**config.mk**
```make
export PLATFORM = sky130hd
export DESIGN_NAME = fifo_rd_stream
export DESIGN_NICKNAME = d
export VERILOG_FILES = /design/src/rtl/fifo_pkg.sv /design/src/rtl/fifo_rd_skid.sv /design/src/rtl/fifo_rd_stream.sv
export SDC_FILE = /design/constraint.sdc
export NUM_CORES = 1
export LEC_CHECK = 0
export ABC_CLOCK_PERIOD_IN_PS = 4100
export BUFFER_PORTS_ARGS = -buffer_cell sky130_fd_sc_hd__clkbuf_2
export CAP_MARGIN = 20
export CORE_AREA = 2 2 52 54
export DETAILED_ROUTE_END_ITERATION = 10
export DIE_AREA = 0 0 54 56
export PLACE_DENSITY = 0.82
export RECOVER_POWER = 100
export REMOVE_ABC_BUFFERS = 1
export SLEW_MARGIN = 25
export SYNTH_ARGS = -nofsm -noshare
export SYNTH_HDL_FRONTEND = slang
export SYNTH_SLANG_ARGS = --single-unit
```
**constraint.sdc**
```tcl
create_clock -name rclk -period 4.1 [get_ports rclk]
set_input_delay 0 -clock rclk [delete_from_list [all_inputs] [get_ports rclk]]
set_output_delay 0 -clock rclk [all_outputs]
set_load 0.03 [all_outputs]
```
**src/rtl/fifo_pkg.sv**
```systemverilog
// fifo_pkg: shared constants and types for the dual-clock FIFO read side.
//   DATA_SIZE_DEF : default word width
//   STAT_W        : width of the statistics counters
//   occ_t         : skid buffer occupancy (EMPTY / ONE / TWO)
package fifo_pkg;
    localparam int DATA_SIZE_DEF = 12;
    localparam int STAT_W = 32;
    typedef enum logic [1:0] {OCC_EMPTY, OCC_ONE, OCC_TWO} occ_t;
endpackage

```
**src/rtl/fifo_rd_skid.sv**
```systemverilog
// fifo_rd_skid: 2-entry register skid buffer with occupancy FSM.
//   clk, rst_n : clock, asynchronous active-low reset
//   push, din  : write din into the buffer this edge
//   pull       : head consumed this edge
//   occ, head  : current occupancy and oldest word
module fifo_rd_skid
    import fifo_pkg::*;
#(
    parameter int DATA_SIZE = DATA_SIZE_DEF
) (
    input  logic                 clk,
    input  logic                 rst_n,
    input  logic                 push,
    input  logic                 pull,
    input  logic [DATA_SIZE-1:0] din,
    output occ_t                 occ,
    output logic [DATA_SIZE-1:0] head
);
    occ_t occ_q, occ_d;
    logic [DATA_SIZE-1:0] head_q, head_d, tail_q, tail_d;

    always_comb begin
        occ_d = occ_q;
        head_d = head_q;
        tail_d = tail_q;
        case (occ_q)
            OCC_EMPTY: begin
                if (push) begin
                    occ_d = OCC_ONE;
                    head_d = din;
                end
            end
            OCC_ONE: begin
                if (push && pull) begin
                    head_d = din;
                end else if (push) begin
                    occ_d = OCC_TWO;
                    tail_d = din;
                end else if (pull) begin
                    occ_d = OCC_EMPTY;
                end
            end
            OCC_TWO: begin
                if (pull) begin
                    head_d = tail_q;
                    occ_d = push ? OCC_TWO : OCC_ONE;
                    if (push) tail_d = din;
                end
            end
            default: occ_d = OCC_EMPTY;
        endcase
    end

    always_ff @(posedge clk or negedge rst_n) begin
        if (!rst_n) begin
            occ_q <= OCC_EMPTY;
            head_q <= '0;
            tail_q <= '0;
        end else begin
            occ_q <= occ_d;
            head_q <= head_d;
            tail_q <= tail_d;
        end
    end

    assign occ = occ_q;
    assign head = head_q;

    overflow_check: assert property (@(posedge clk) disable iff (!rst_n)
        !(push && occ_q == OCC_TWO && !pull));
endmodule

```
**src/rtl/fifo_rd_stream.sv**
```systemverilog
// fifo_rd_stream: converts the FIFO one-cycle-latency pop port into a valid/ready stream.
//   rclk, rrst           : read clock, asynchronous active-low reset
//   rEmpty, rData, rinc  : FIFO read port
//   out_valid/ready/data : downstream stream
//   rd_count, stall_count: delivered words / backpressure cycles (only with FIFO_RD_STATS_EN)
module fifo_rd_stream
    import fifo_pkg::*;
#(
    parameter int DATA_SIZE = DATA_SIZE_DEF
) (
    input  logic                 rclk,
    input  logic                 rrst,
    input  logic                 rEmpty,
    input  logic [DATA_SIZE-1:0] rData,
    output logic                 rinc,
    output logic                 out_valid,
    input  logic                 out_ready,
    output logic [DATA_SIZE-1:0] out_data
`ifdef FIFO_RD_STATS_EN
    ,
    output logic [STAT_W-1:0]    rd_count,
    output logic [STAT_W-1:0]    stall_count
`endif
);
    logic inflight_q, inflight_d, pull;
    logic [2:0] load;
    occ_t occ;

    fifo_rd_skid #(.DATA_SIZE(DATA_SIZE)) u_skid (
        .clk(rclk),
        .rst_n(rrst),
        .push(inflight_q),
        .pull(pull),
        .din(rData),
        .occ(occ),
        .head(out_data)
    );

    // load = words that will occupy the buffer after this edge, counting the in-flight pop
    always_comb begin
        out_valid = occ != OCC_EMPTY;
        pull = out_valid && out_ready;
        load = 3'(occ) + 3'(inflight_q) - 3'(pull);
        rinc = rrst && !rEmpty && load < 3'd2;
        inflight_d = rinc && !rEmpty;
    end

    always_ff @(posedge rclk or negedge rrst) begin
        if (!rrst) inflight_q <= 1'b0;
        else inflight_q <= inflight_d;
    end

`ifdef FIFO_RD_STATS_EN
    logic [STAT_W-1:0] rd_count_q, rd_count_d, stall_count_q, stall_count_d;

    always_comb begin
        rd_count_d = rd_count_q + STAT_W'(pull);
        stall_count_d = (out_valid && !out_ready && stall_count_q != '1) ? stall_count_q + STAT_W'(1) : stall_count_q;
    end

    always_ff @(posedge rclk or negedge rrst) begin
        if (!rrst) begin
            rd_count_q <= '0;
            stall_count_q <= '0;
        end else begin
            rd_count_q <= rd_count_d;
            stall_count_q <= stall_count_d;
        end
    end

    assign rd_count = rd_count_q;
    assign stall_count = stall_count_q;
`endif
endmodule
```
---- Word level (Yosys, flattened, before mapping) ----
Cells that the tools add are included.
word-level totals
  output and inout bits ................... 14
  bits in registers ....................... 27
cells by class
  add/sub/neg operators ................... 2
  multiplexer cells ....................... 15
  $lt $le $gt $ge ......................... 1
  equal/unequal tests ..................... 7
  reduce and logical (&&, ||, !) cells .... 13
operator list
  kind                                                        count
  2-to-1 mux 12 bit                                           6
  one-hot mux 12 bit (3 select lines)                         1
  one-hot mux 12 bit (2 select lines)                         1
  2-to-1 mux 2 bit                                            6
  AND reduction 4 bit                                         2
  one-hot mux 2 bit (3 select lines)                          1
  logical AND 1 bit                                           5
  inequality test 2 x 1 -> 1 bit, second input constant       2
  inequality test 2 bit, second input constant                2
  nonzero test 2 bit                                          2
  adder 2 x 1 -> 3 bit                                        1
  less-than comparator 3 x 2 -> 1 bit, second input constant  1
  inequality test 3 x 2 -> 1 bit, second input constant       1
  AND reduction 3 bit                                         1
  nonzero test 3 bit                                          1
  subtractor 3 x 1 -> 3 bit                                   1
  equality test 2 x 1 -> 1 bit, second input constant         1
  equality test 2 bit, second input constant                  1
  zero test 2 bit                                             1
  zero test 1 bit                                             1

---- Logic depth before layout (Yosys ltp) ----
  depth after elaboration ................. 6
  gate-level depth with buffers ........... 6

---- Cells and area by module ----
A second synthesis with hierarchy kept.
second synthesis, totals
  cell total of the unflattened synthesis .. 90
  area total of the unflattened synthesis .. 1387.6 um^2
modules (own cells, without submodules)
  module          area each (um^2)  instances  cells each
  fifo_rd_skid    1280.0            1          79
  fifo_rd_stream  107.6             1          11

---- Worst setup path after synthesis ----
OpenSTA, ideal clock, no wires.
  path kind ............................... register -> output
  from .................................... register u_skid.occ_q[0], in the netlist u_skid.occ[0]
  to ...................................... output rinc
  path buffers ............................ 0
  path slack .............................. 2018 ps
  stages on the path, launching flop included .. 7
  data arrival time ....................... 2082 ps
  cells stage by stage .................... dfrtp_1 nand3b_1 inv_2 o21ai_0 fa_1 xor2_1 nor3_1
between the ends
  cells in the longest elaborated chain, start to end .. 5
ends and longest elaborated chain
  what                                                                          RTL line              source
  start: declaration                                                            fifo_rd_skid.sv:19    occ_t occ_q, occ_d;
  start signal: assignment                                                      fifo_rd_skid.sv:56    occ_q <= OCC_EMPTY;
  start signal: assignment                                                      fifo_rd_skid.sv:60    occ_q <= occ_d;
  parallel branches: the longest is 2 deep, another holds adder 2 x 1 -> 3 bit  --
  subtractor 3 x 1 -> 3 bit *                                                   fifo_rd_stream.sv:43  load = 3'(occ) + 3'(inflight_q) - 3'(pull);
  less-than comparator 3 x 2 -> 1 bit *                                         fifo_rd_stream.sv:44  rinc = rrst && !rEmpty && load < 3'd2;
  logical AND 1 bit *                                                           fifo_rd_stream.sv:44
  end: declaration                                                              fifo_rd_stream.sv:15  output logic rinc,
Every way passes the cells marked *.

---- Worst setup path after layout ----
  from .................................... register u_skid.occ_q[1], in the netlist u_skid.occ[1]
  to ...................................... register u_skid.tail_q[0]
between the ends
  cells in the longest elaborated chain, start to end .. 5
ends and longest elaborated chain
  what                                    RTL line              source
  nonzero test 2 bit                      fifo_rd_stream.sv:41  out_valid = occ != OCC_EMPTY;
  logical AND 1 bit                       fifo_rd_stream.sv:42  pull = out_valid && out_ready;
  logical AND 1 bit                       fifo_rd_skid.sv:34    if (push && pull) begin
  inequality test 2 bit (no source line)  --
  AND reduction 3 bit (no source line)    --
  end signal: assignment                  fifo_rd_skid.sv:62    tail_q <= tail_d;
  end: declaration                        fifo_rd_skid.sv:20    logic [DATA_SIZE-1:0] head_q, head_d, tail_q, tail_d;
Several ways; a longest one is shown, not always the timed one.
A chain may end at the register's enable or synchronous reset.

==> impl_metrics.env <==
export IMPL_route_detailed_vias_per_inst=5.075
export IMPL_globalRoute_busiestLayer="met2"
export IMPL_h_tree_depth=1
export IMPL_cp_arrival_ps=3170
export IMPL_timing_reg2reg_worst_path_depth=4
export IMPL_lkg_pwr_uw=0.0007639
export IMPL_totalWireLength_mm=2.323
export IMPL_yosys_mux_area_fraction_pct=36.81
export IMPL_postCtsSetupRepairBufs=0
export IMPL_detailroute_via_count=817
export IMPL_design_die_area_sq_mm=0.003024
export IMPL_ant_nets=0
export IMPL_yosys_area_share_xor_xnor_pct=1.282
export IMPL_status="complete, but fails checks"
export IMPL_routedWlPerCell_microns=14.43
export IMPL_synth_compound_gate_area_share_pct=2.839
export IMPL_clock_skew_final_ps=9.071
export IMPL_worst_skew_pair_late_latency_ps=310
export IMPL_whs_path_depth=3
export IMPL_worstPathBufferInverterCount=1
export IMPL_nets=149
export IMPL_grt_setup_unrepaired="false"
export IMPL_max_stage_delay_ps=1630
export IMPL_timing_final_max_slew_violations=13
export IMPL_detailedRoute_firstIterationViolations=2
export IMPL_fillCellCount=200
export IMPL_use_met3_pct=2.419
export IMPL_final_common_cell="sky130_fd_sc_hd__dfrtp_1"
export IMPL_critPathTopFamily="compound AO/OA/AOI/OAI gates"
export IMPL_syn_mean_instance_area_sq_um=15.70
export IMPL_hold_end="inflight_q$_DFF_PN0_"
export IMPL_capturing_element_type_of_the_critical_path="register"
export IMPL_cts_reportedPaths_clkPinSlew_ps=140
export IMPL_yosys_area_share_simple_pct=4.579
export IMPL_diodes=0
export IMPL_grt_first_pass_wirelength_mm=3.753
export IMPL_core_area_sq_mm=0.002432
export IMPL_grt_overflow_total=0
export IMPL_fin_setup_tns_ps=0
export IMPL_vdd_ir_drop_worst_uv=382.0
export IMPL_die_h_microns=56
export IMPL_path_class="reg -> reg"
export IMPL_first_global_vias=857
export IMPL_combinational_family_with_the_most_area_after_synthesis="multiplexers"
export IMPL_layout_worst_path_cycle_share_pct=71.99
export IMPL_synth_sequential_area_ratio_pct=49.45
export IMPL_clock_fmax_mhz=338.8
export IMPL_worst_slew_margin_rel_pct=-45.80
export IMPL_critical_path_peak_fanout=12
export IMPL_syn_area_sq_mm=0.001366
export IMPL_post_cts_resized_instances=0
export IMPL_cpMaxStageDelayCell="sky130_fd_sc_hd__o21ai_0"
export IMPL_cp_required_ps=4320
export IMPL_grt_max_degree=29
export IMPL_chipWidth_microns=54
export IMPL_finalHoldViolCount=0
export IMPL_rr_startpoint="u_skid.occ[1]$_DFFE_PN0P_"
export IMPL_min_path_type="in -> reg"
export IMPL_initial_core_util_pct=56.17
export IMPL_setup_ws_ps=1148
export IMPL_detailed_place_hpwl_mm=1.535
export IMPL_tightestPinTransition_ps=2164
export IMPL_synth_instances=87
export IMPL_numCtsBuffers=3
export IMPL_cts_hold_buf=15
export IMPL_post_synth_num_cell_types=22
export IMPL_worst_r2r_endpoint="u_skid.tail_q[0]$_DFFE_PN0P_"
export IMPL_io_pins=30
export IMPL_area_delta_synth_final_pct=18.86
export IMPL_mostFrequentLayoutCells="sky130_fd_sc_hd__dfrtp_1 (27), sky130_fd_sc_hd__mux2_4 (18), sky130_fd_sc_hd__clkbuf_1 (16)"
export IMPL_preCtsSetupSlack_ps=2146
export IMPL_timing_final_crit_period_ps=2952
export IMPL_setup_violations_final=0
export IMPL_io_buffer_count=29
export IMPL_synth_adder_area_share_pct=1.465
export IMPL_yosys_register_bits=27
export IMPL_critical_path_startpoint_type="register"
export IMPL_synthesis_yosys_warnings=0
export IMPL_max_cap_viol_count=1
export IMPL_power_density_cell_area_mw_per_mm2=666.4
export IMPL_tritoncts_clock_tree="done"
export IMPL_placementRows=18
export IMPL_drive_above_1_share_pct=36.64
export IMPL_drc=0
export IMPL_cts_root_buf="sky130_fd_sc_hd__clkbuf_4"
export IMPL_grtUsageMet2_pct=27.70
export IMPL_first_pass_iters=4
export IMPL_groute_layer_met1_usage_pct=21.72
export IMPL_worst_reg2reg_setup_slack_ps=1150
export IMPL_grt_antenna_before_repair=0
export IMPL_crit_chain="nand3b_1, inv_2, o21ai_0, mux2_2"
export IMPL_cts_num_sinks=27
export IMPL_gp_congestion=0.7093
export IMPL_worstHoldStart="rEmpty"
export IMPL_violations="capacitance limit, slew limit"
export IMPL_grt_use_total_pct=16.53
export IMPL_ctsLongestPathBuffers=2
-- how the worst max path moves through the flow --
| stage | startpoint | endpoint | cells after the start |
|---|---|---|---|
| finish | u_skid.occ[1]$_DFFE_PN0P_ | u_skid.tail_q[0]$_DFFE_PN0P_ | 4 |
| global route | u_skid.occ[1]$_DFFE_PN0P_ | u_skid.tail_q[11]$_DFFE_PN0P_ | 4 |
| CTS | u_skid.occ[1]$_DFFE_PN0P_ | rinc | 7 |
| detailed placement | u_skid.occ[1]$_DFFE_PN0P_ | u_skid.tail_q[0]$_DFFE_PN0P_ | 4 |
| global placement | u_skid.occ[1]$_DFFE_PN0P_ | u_skid.tail_q[0]$_DFFE_PN0P_ | 4 |
| floorplan | u_skid.occ[0]$_DFFE_PN0P_ | rinc | 6 |
-- synth_stat cells, drive strengths merged --
library cell | number | area, sq um
nor3b | 1 | 7.510
buf | 4 | 41.29
nand3b | 1 | 7.510
fa | 1 | 20.02
mux2 | 36 | 503.0
nand2 | 1 | 3.750
nor3 | 2 | 10.01
o21ai | 5 | 32.53
inv | 2 | 7.500
xnor2 | 1 | 8.760
o22ai | 1 | 6.260
nand2b | 1 | 6.260
or2 | 1 | 6.260
nor2b | 1 | 13.76
xor2 | 1 | 8.760
and2b | 1 | 7.510
dfrtp | 27 | 675.7
-- cell families (layout without fill, tap and decap cells) --
kind of cell / Yosys count / in the layout
mux: 36 / 36
flops: 27 / 27
simple gates: 9 / 9
fa+ha+maj: 1 / 1
xor+xnor: 2 / 2
compound gates: 6 / 6
buf+inv: 6 / 50
-- flip-flops by register name, summed over array words and instances, names as in the netlist --
signal	count
inflight_q	1
u_skid.head	12
u_skid.occ	2
u_skid.tail_q	12
-- worst register-to-register path: stages (launching register included) --
cell                       delay [ps]
sky130_fd_sc_hd__dfrtp_1          500
sky130_fd_sc_hd__nand3b_1         200
sky130_fd_sc_hd__inv_2             70
sky130_fd_sc_hd__o21ai_0         1630
sky130_fd_sc_hd__mux2_2           460
-- per-stage QoR --
| stage | total power (uW) | cells | cell area [sq um] | hold WS [ps] | utilization (%) |
|---|---|---|---|---|---|
| after detailed placement | 999.7 | 142 | 1508 | 69.57 | 61.99 |
| after global placement | 982.8 | 142 | 1508 | 60.28 | 61.99 |
| after CTS | 1125 | 161 | 1684 | 267.9 | 69.24 |
| after floorplan | 870.1 | 83 | 1325 | -295.6 | - |
| final | 1082 | 161 | 1624 | 396.2 | 66.77 |
| after global routing | 1150 | 161 | 1624 | 370.0 | 66.77 |
-- routing by layer --
layer  up-vias  wire length (microns)  part of all wire [%]
li1        393                      -                     -
met1       401                   1049                    45
met2        23                   1190                    51
met3         0                     83                   3.6
met4         0                      0                     0
met5         -                      0                     0
-- final cells by class --
cell class                      count  area (sq um)  area share, %
Multi-Input combinational cell     54         600.6          36.98
Timing Repair Buffer               44         276.5          17.03
Sequential cell                    27         675.6          41.60
Inverter                            2         7.507         0.4622
Tap cell                           30         37.54          2.311
Clock buffer                        4         26.28          1.618
-- report_power, final --
part	switching [uW]	leakage, uW	internal [uW]
clock	73.3	0.0000150	37.9
combinational	263	0.000421	242
sequential	74.6	0.000328	392
No activity file was read; power rests on OpenSTA's default activity.
